### src/rtl/reg_c_read_port.sv
// C-register file (2^AW x DW) with a two-operand registered read port and valid/stall handshake.
// Optional write-to-read forwarding on same-edge collisions: define REG_C_BYPASS_EN.
module reg_c_read_port #(
  parameter int DW = 8,
  parameter int AW = 3
) (
  input  logic          clk,
  input  logic          reset,
  input  logic          wr_en,
  input  logic [AW-1:0] wr_addr,
  input  logic [DW-1:0] wr_data,
  input  logic          rd_req,
  output logic          rd_ready,
  input  logic [AW-1:0] rd_addr_a,
  input  logic [AW-1:0] rd_addr_b,
  output logic          out_valid,
  input  logic          out_stall,
  output logic [DW-1:0] out_a,
  output logic [DW-1:0] out_b
);

  localparam int DEPTH = 1 << AW;

  logic [DW-1:0] r_regs [DEPTH];
  logic          r_out_valid;
  logic [DW-1:0] r_out_a;
  logic [DW-1:0] r_out_b;
  logic          w_rd_ready;
  logic [DW-1:0] w_read_a;
  logic [DW-1:0] w_read_b;

  // The output slot frees up whenever it is empty or the consumer is taking it.
  assign w_rd_ready = !r_out_valid | !out_stall;

`ifdef REG_C_BYPASS_EN
  assign w_read_a = (wr_en && (wr_addr == rd_addr_a)) ? wr_data : r_regs[rd_addr_a];
  assign w_read_b = (wr_en && (wr_addr == rd_addr_b)) ? wr_data : r_regs[rd_addr_b];
`else
  assign w_read_a = r_regs[rd_addr_a];
  assign w_read_b = r_regs[rd_addr_b];
`endif

  // Writes commit regardless of the read handshake, so a stalled consumer never blocks write-back.
  always_ff @(posedge clk or posedge reset) begin
    if (reset) begin
      for (int i = 0; i < DEPTH; i++) begin
        r_regs[i] <= '0;
      end
    end else if (wr_en) begin
      r_regs[wr_addr] <= wr_data;
    end
  end

  always_ff @(posedge clk or posedge reset) begin
    if (reset) begin
      r_out_valid <= 1'b0;
      r_out_a     <= '0;
      r_out_b     <= '0;
    end else if (w_rd_ready) begin
      r_out_valid <= rd_req;
      if (rd_req) begin
        r_out_a <= w_read_a;
        r_out_b <= w_read_b;
      end
    end
  end

  assign rd_ready  = w_rd_ready;
  assign out_valid = r_out_valid;
  assign out_a     = r_out_a;
  assign out_b     = r_out_b;

endmodule

### config.mk
export PLATFORM = sky130hd
export DESIGN_NAME = reg_c_read_port
export DESIGN_NICKNAME = d
export VERILOG_FILES = /design/src/rtl/reg_c_read_port.sv
export SDC_FILE = /design/constraint.sdc
export NUM_CORES = 1
export LEC_CHECK = 0
export ABC_AREA = 0
export CAP_MARGIN = 20
export CORE_MARGIN = 5
export CORE_UTILIZATION = 45
export CTS_CLUSTER_SIZE = 24
export DETAILED_ROUTE_END_ITERATION = 12
export PLACE_DENSITY_LB_ADDON = 0.15
export SLEW_MARGIN = 30
export SYNTH_ARGS = -nofsm -noshare
export SYNTH_HDL_FRONTEND = slang
export SYNTH_SLANG_ARGS = --single-unit
### constraint.sdc
create_clock -name clk -period 3.7 [get_ports clk]
set_clock_uncertainty 0.2 [all_clocks]
set_input_delay 0.74 -clock clk [delete_from_list [all_inputs] [get_ports clk]]
set_output_delay 0.74 -clock clk [all_outputs]
set_load 0.02 [all_outputs]
Word-level counts from Yosys, hierarchy flattened --
Index checks and enable logic that the tools add are counted.
Word-level totals: bits in registers 81, input bits 22, output and inout port bits 18, logic and storage cells 32
Operators by class: order comparisons 4, muxes and demuxes 9, bitwise operators 4, reduce and logical (&&, ||, !) cells 4
Operators with widths (number):
- $bwmux W64 | 1
- $bmux W8 S3 | 2
- $mux W8 | 5
- $demux W8 S3 | 1
- $ge A4 B4 Y1 const B | 3
- $not A3 Y4 | 3
- $lt A4 B1 Y1 const B | 1
- $logic_not A1 Y1 | 2
- $reduce_and A2 Y1 | 1
- $logic_and A1 B1 Y1 | 1
- $or A1 B1 Y1 | 1

Longest topological paths before layout --
Gate-level depths: netlist of the first run.
word-level depth 6, mapped depth 5, mapped depth without buffers 3

Worst setup path before layout of the first run --
Ideal clock, no wire load.
path type input -> register, start in wr_addr[0], end reg r_regs[24] in the netlist's numbering, setup time 125 ps, arrival time 1722 ps, required time 3375 ps, setup slack 1653 ps, stages 4, buffers on the path 1, cells stage by stage buf_6 -> nand2b_4 -> nor3b_4 -> mux2_2
On the way: word-level cells in the longest chain between the ends 6, elaborated cells between the ends (all ways) 7, classes of those cells 2 x order compare; 3 x mux; 1 x bitwise; 1 x reduce/logical
RTL lines:
- from (decl) | line 10 | input logic [AW-1:0] wr_addr,
- $not A3 Y4 (not written as such) * | line 50 | r_regs[wr_addr] <= wr_data;
- $ge A4 B4 Y1 (not written as such) / $lt A4 B1 Y1 (equally long branches) | line 50
- $logic_and A1 B1 Y1 (not written as such) | line 50
- $mux W8 (not written as such) | line 50
- $demux W8 S3 * | line 50
- $bwmux W64 * | line 50
- to (signal, indexed assignment) | line 50
- to (decl) | line 24 | logic [DW-1:0] r_regs [DEPTH];
Mark *: on every way between the ends. The rest lies on a longest branch, timed or not. A chain may end at the register's enable or synchronous reset.

Worst setup path in the final report of the first run --
start in out_stall, end out rd_ready
On the way: word-level cells in the longest chain between the ends 2
RTL lines:
- from (decl) | line 17 | input logic out_stall,
- $logic_not A1 Y1 | line 33 | assign w_rd_ready = !r_out_valid | !out_stall;
- $or A1 B1 Y1 | line 33
- to (decl) | line 13 | output logic rd_ready,
No other way between the ends.

==> results.md, run 1 <==
- PostCTS Resize Cnt: 0
- Post-synth ARST share: 100.0%
- Vias per Instance: 5.885
- FF-to-FF Start: out_valid
- CTS clock-pin slew for the worst setup and hold paths: 0.07 ns
- CP arrival: 1.87 ns
- Diode count: 0
- PortBufs: 39
- Mapped Nets: 336
- CP Buf/Inv Count: 2
- Hold Path Depth: 2
- Number of global-route vias before repair: 2852
- CP max FO: 2
- WL final: 10270 um
- Max-cap violations: 0
- Die X: 105.9 um
- #FFs+latches synth: 81
- Main synth FF type: dfrtp_1
- R2R cell count: 3
- Max VDD drop: 0.2310 mV
- Fillers: 832
- Yosys warning count: 0
- Post-CTS Hold Buffers: 0
- Leak: 0.002055 uW
- Num rows: 35
- Critical path class: in2out
- Initial drt markers: 141
- Sequential fraction of the synthesis area: 48.97%
- Nets: 375
- Final Cycle Share: 75.87%
- Setup crit start: out_stall
- First-pass GRT wire length: 16310 um
- Initial Utilization: 45.44%
- Root Buffer: clkbuf_8
- Synth top area cells: dfrtp_1, mux2_2, mux2i_1
- Layout cell share with drive strength beyond 1: 36.03%
- DRT antenna net count: 0
- Design area: 4810 um^2
- Total core area: 9109 um^2
- Setup Fix Bufs, Post-CTS: 0
- IO Count: 40
- Max frequency: 0.3562 GHz
- Hold Path Class: reg2reg
- Placed inst area: 4619 um^2
- RSZ-0062 raised after global routing: false
- DR vias: 2760
- CTS tree: yes
- Critical Path RT: 2.76 ns
- Initial antenna violation count: 0
- Slowest stage delay, CP: 0.60 ns
- Gr ovfl total: 0
- Netlist cell types: 23
- Crit path capture: rd_ready
- Pre-Repair DR Iteration Count: 4
- Power Density: 513.7 nW/um^2
- Final std cells w/o fill: 469
- Synth area leader: dfrtp_1
- Height of the chip: 105.9 um
- CP cell instances: clkdlybuf4s50_1, nand2_1, clkdlybuf4s50_1
- Placer Congestion: 0.7179
- Clock sinks: 81
- Critical Path End Type: primary output
- Setup TNS: 0 ns
- DPL Wire Length: 6529 um
- Largest delay share family, worst path: buffers and inverters
- Worst skew pair latency: 0.35 ns
- Stages on worst setup path: 3
- Total CTS buffers: 9
- DRC viols: 0
- Largest net degree at the start of global routing: 42
- Status: finished, final reports clean
- Synth top area share: 48.97%
- Total die area: 11220 um^2
- H-tree levels: 3
- Avg Cell Area, Syn: 13.18 um^2
- # setup viols final: 0
- Final hold vios: 0
- Placed insts: 453
- RR Endpoint: out_a[6]
- Most frequent CP cell: clkdlybuf4s50_1
- Clock buffer depth: 2
- Worst slew pin tran: 0.9688 ns
- Slowest cell on crit path: clkdlybuf4s50_1
- Post-synth EDFFs: 0
- Max transition margin: 35.18%
- Type of origin of the critical path: input port
- Post-synthesis cell area: 4139 um^2
- R2R Setup Slk: 2.19 ns
- Final period demand of the worst path: 2.807 ns
- Pins Over Slew Limit: 0
- Syn Inst Count: 314
- GRT Total Usage: 19.39%
- Area grow syn2layout: 16.20%
- Routed len/inst: 21.90 um
-- metal layers --
metal	GRT usage (%)	vias to the layer above	wire length [um]
li1	-	1263	-
met5	0	-	0
met3	4.554	9	314
met2	29.37	56	4814
met4	4.625	0	99
met1	28.26	1432	5041
-- per-stage QoR --
step / worst slack [ns] / util, % / hold WS (ns) / total power (uW)
after floorplan: 0.6799 / - / 0.2906 / 1652
after global placement: 0.7855 / 50.71 / 0.2676 / 1858
after detailed placement: 0.7715 / 50.71 / 0.2667 / 1877
after CTS: 0.8692 / 52.80 / 0.2845 / 2502
after global routing: 0.8228 / 52.80 / 0.3008 / 2612
final: 0.8928 / 52.80 / 0.2778 / 2471
-- logic make-up (layout without fill, tap and decap cells) --
group           count (synthesis)  in the layout  synth area share [%]
flops                          81             81                 48.97
buf+inv                        20             64                 2.811
compound gates                 49             49                 8.948
simple gates                   36             36                 5.411
mux                           128            128                 33.86
-- layout make-up --
| class | count | area (um^2) | area share, % |
|---|---|---|---|
| Multi-Input combinational cell | 213 | 1996 | 41.49 |
| Sequential cell | 81 | 2027 | 42.14 |
| Inverter | 1 | 5.005 | 0.1041 |
| Clock buffer | 11 | 151.4 | 3.148 |
| Clock inverter | 5 | 38.79 | 0.8065 |
| Tap cell | 111 | 138.9 | 2.888 |
| Timing Repair Buffer | 47 | 452.9 | 9.417 |
-- worst min-delay path, delay by kind of cell, from the launching register on --
family | cells | cell delay, ns
AND/OR/NAND/NOR | 1 | 0.05
flip-flops | 1 | 0.35
AO/OA/AOI/OAI | 1 | 0.05
-- placed cells by master, fill, tap and decap left out --
cell and instances:
mux2_2 96, dfrtp_1 81, clkdlybuf4s50_1 37, mux2i_1 32
nand2_1 20, o22ai_1 16, a22o_1 16, o31ai_1 16
clkbuf_8 11, buf_4 7, clkinvlp_4 4, nand2b_1 3
nand4b_1 3, nor2_1 2, nor2b_1 2, nor3b_4 2
buf_2 2, a21bo_2 1, nand4_1 1, nand2b_4 1
clkinv_2 1, nor3_2 1, nor3_4 1, inv_6 1
buf_12 1
-- sequential cells by signal, summed over array words and instances (netlist names) --
register	flops
out_a	8
r_regs	64
out_valid	1
out_b	8
-- power breakdown --
group	total (uW)	internal (uW)	switching, uW
logic	644	366	277
clock network	615	283	333
registers	1210	1080	134
total	2470	1730	744
-- synth_stat cells, types with 4 or more instances --
library cell and count:
mux2_2 96, dfrtp_1 81, mux2i_1 32, o22ai_1 16, buf_1 4, a22o_1 16
buf_4 8, nand2_1 20, o31ai_1 16
-- worst min-delay path by stage --
| stage | start | end | slack (ns) |
|---|---|---|---|
| 6_report | out_a[0] | out_a[0] | 0.28 |
| 5_1_grt | out_b[7] | out_b[7] | 0.30 |
| 4_1_cts | out_a[0] | out_a[0] | 0.28 |
| 3_5_place_dp | out_a[0] | out_a[0] | 0.27 |
| 3_3_place_gp | out_b[5] | out_b[5] | 0.27 |
| 2_1_floorplan | r_regs[0] | r_regs[0] | 0.29 |
(Power assumes the default switching activity.)
==> run 2, diff against run 1 <==
- clock period: 3.7 -> 2.5 ns (I/O delays scaled with it)
==> run 2 against run 1 <==
- first-iteration DRC count shrank 43%
- combinational power grew 52%
- setup slack lost 0.70 ns
- utilization grew 2.2 points
- via count grew 0.83%
- clock-buffer cell count shrank 2
- sequential power grew 49%
- register-to-register slack lost 1.2 ns
- global-route usage shrank 0.075 points
- final area grew 4.2%
- final cell count grew 1.9%
==> results.md, run 2 (synthesized netlist as in run 1, its figures left out) <==
- Clock buffer depth: 2
- Routed len/inst: 21.65 um
- Type of origin of the critical path: input port
- Number of global-route vias before repair: 2909
- DR vias: 2783
- R2R cell count: 3
- Max frequency: 0.4343 GHz
- Final Cycle Share: 92.09%
- Height of the chip: 105.9 um
- Leak: 0.002159 uW
- Nets: 384
- Power Density: 803.7 nW/um^2
- Largest register by flop count: r_regs
- Clock sinks: 81
- Max reg flops: 64
- DPL Wire Length: 6741 um
- Slowest cell on crit path: clkdlybuf4s50_1
- Worst skew pair latency: 0.34 ns
- Total die area: 11220 um^2
- Num rows: 35
- Initial Utilization: 45.44%
- Critical Path End Type: primary output
- Slowest stage delay, CP: 0.60 ns
- Largest net degree at the start of global routing: 33
- Gr ovfl total: 0
- Vias per Instance: 5.822
- Gr busiest metal: met2
- CP arrival: 1.60 ns
- Critical Path RT: 1.80 ns
- WL final: 10350 um
- Total core area: 9109 um^2
- DRC viols: 0
- GRT Total Usage: 19.32%
- First-pass GRT wire length: 16340 um
- Initial drt markers: 81
- Total CTS buffers: 9
- Placed insts: 462
- Die X: 105.9 um
- CTS clock-pin slew for the worst setup and hold paths: 0.08 ns
- Most frequent CP cell: clkdlybuf4s50_1
- Status: finished, final reports clean
- Placer Congestion: 0.7696
- CP max FO: 2
- RR Endpoint: out_a[0]
- Setup crit start: out_stall
- PostCTS Resize Cnt: 0
- Pre-Repair DR Iteration Count: 4
- Crit path capture: rd_ready
- Hold Path Class: reg2reg
- Root Buffer: clkbuf_8
- Commonest non-fill, non-tap cells in the layout: mux2_2, dfrtp_1, clkdlybuf4s50_1
- H-tree levels: 3
- Area grow syn2layout: 21.04%
- Max VDD drop: 0.3740 mV
- FF-to-FF Start: out_valid
- DRT antenna net count: 0
- Final std cells w/o fill: 478
- Max transition margin: 40.08%
- Layout cell share with drive strength beyond 1: 37.33%
- Diode count: 0
- Initial antenna violation count: 0
- Critical path class: in2out
- Worst slew pin tran: 0.8954 ns
- Setup TNS: 0 ns
- Max-cap violations: 0
- CP cell instances: clkdlybuf4s50_1, nand2_1, clkdlybuf4s50_1
- CTS tree: yes
- IO Count: 40
- Pins Over Slew Limit: 0
- R2R Setup Slk: 1.04 ns
- Commonest non-fill, non-tap cell in the layout: mux2_2
- Final period demand of the worst path: 2.302 ns
- Met3 GRT Util: 4.675%
- Met2 Use GR: 30.83%
- GR Util met1: 26.84%
- # setup viols final: 0
- Fillers: 794
- Setup Fix Bufs, Post-CTS: 0
- PortBufs: 39
- Final hold vios: 0
- RSZ-0062 raised after global routing: false
- Post-CTS Hold Buffers: 0
==> run 2: final cells by class <==
| type | instances | area (um^2) | share of cell area, % |
|---|---|---|---|
| Clock buffer | 9 | 123.9 | 2.473 |
| Tap cell | 111 | 138.9 | 2.772 |
| Inverter | 1 | 7.507 | 0.1499 |
| Clock inverter | 7 | 141.4 | 2.822 |
| Timing Repair Buffer | 56 | 575.6 | 11.49 |
| Multi-Input combinational cell | 213 | 1996 | 39.84 |
| Sequential cell | 81 | 2027 | 40.46 |
==> run 2: where the power goes <==
group / internal [uW] / switching, uW / total, uW
clock network: 766 / 486 / 1250
registers: 1600 / 203 / 1800
logic: 558 / 418 / 976
==> run 2: critical path, delay by kind of cell <==
kind,cells,cell delay (ns)
and+or+nand+nor,1,0.08
buffers and inverters,2,1.02
==> run 2: worst min path at each step <==
stage	slack (ns)	from	depth (start not counted)	to
6_report	0.29	out_b[0]	2	out_b[0]
5_1_grt	0.32	out_a[7]	2	out_a[7]
4_1_cts	0.30	out_a[7]	2	out_a[7]
3_5_place_dp	0.28	out_a[7]	2	out_a[7]
3_3_place_gp	0.26	out_a[4]	2	out_a[4]
2_1_floorplan	0.29	r_regs[0]	1	r_regs[0]
==> run 2: through the flow <==
stage / setup slack [ns] / hold slack (ns) / area, um^2 / power (uW) / util (%)
final: 0.1977 / 0.2917 / 5010 / 4026 / 55.00
after global placement: 0.07962 / 0.2647 / 4745 / 2772 / 52.09
after detailed placement: 0.1047 / 0.2778 / 4745 / 2802 / 52.09
after floorplan: 0.6927 / 0.2906 / 4143 / 2446 / -
after CTS: 0.1859 / 0.2977 / 5010 / 4062 / 55.00
after global routing: 0.1411 / 0.3190 / 5010 / 4224 / 55.00
==> run 2: routing by layer <==
| metal | vias up | share of wire, % |
|---|---|---|
| met5 | - | 0 |
| met4 | 0 | 0.49 |
| met3 | 5 | 5.2 |
| met2 | 66 | 47 |
| met1 | 1427 | 47 |
| li1 | 1285 | - |
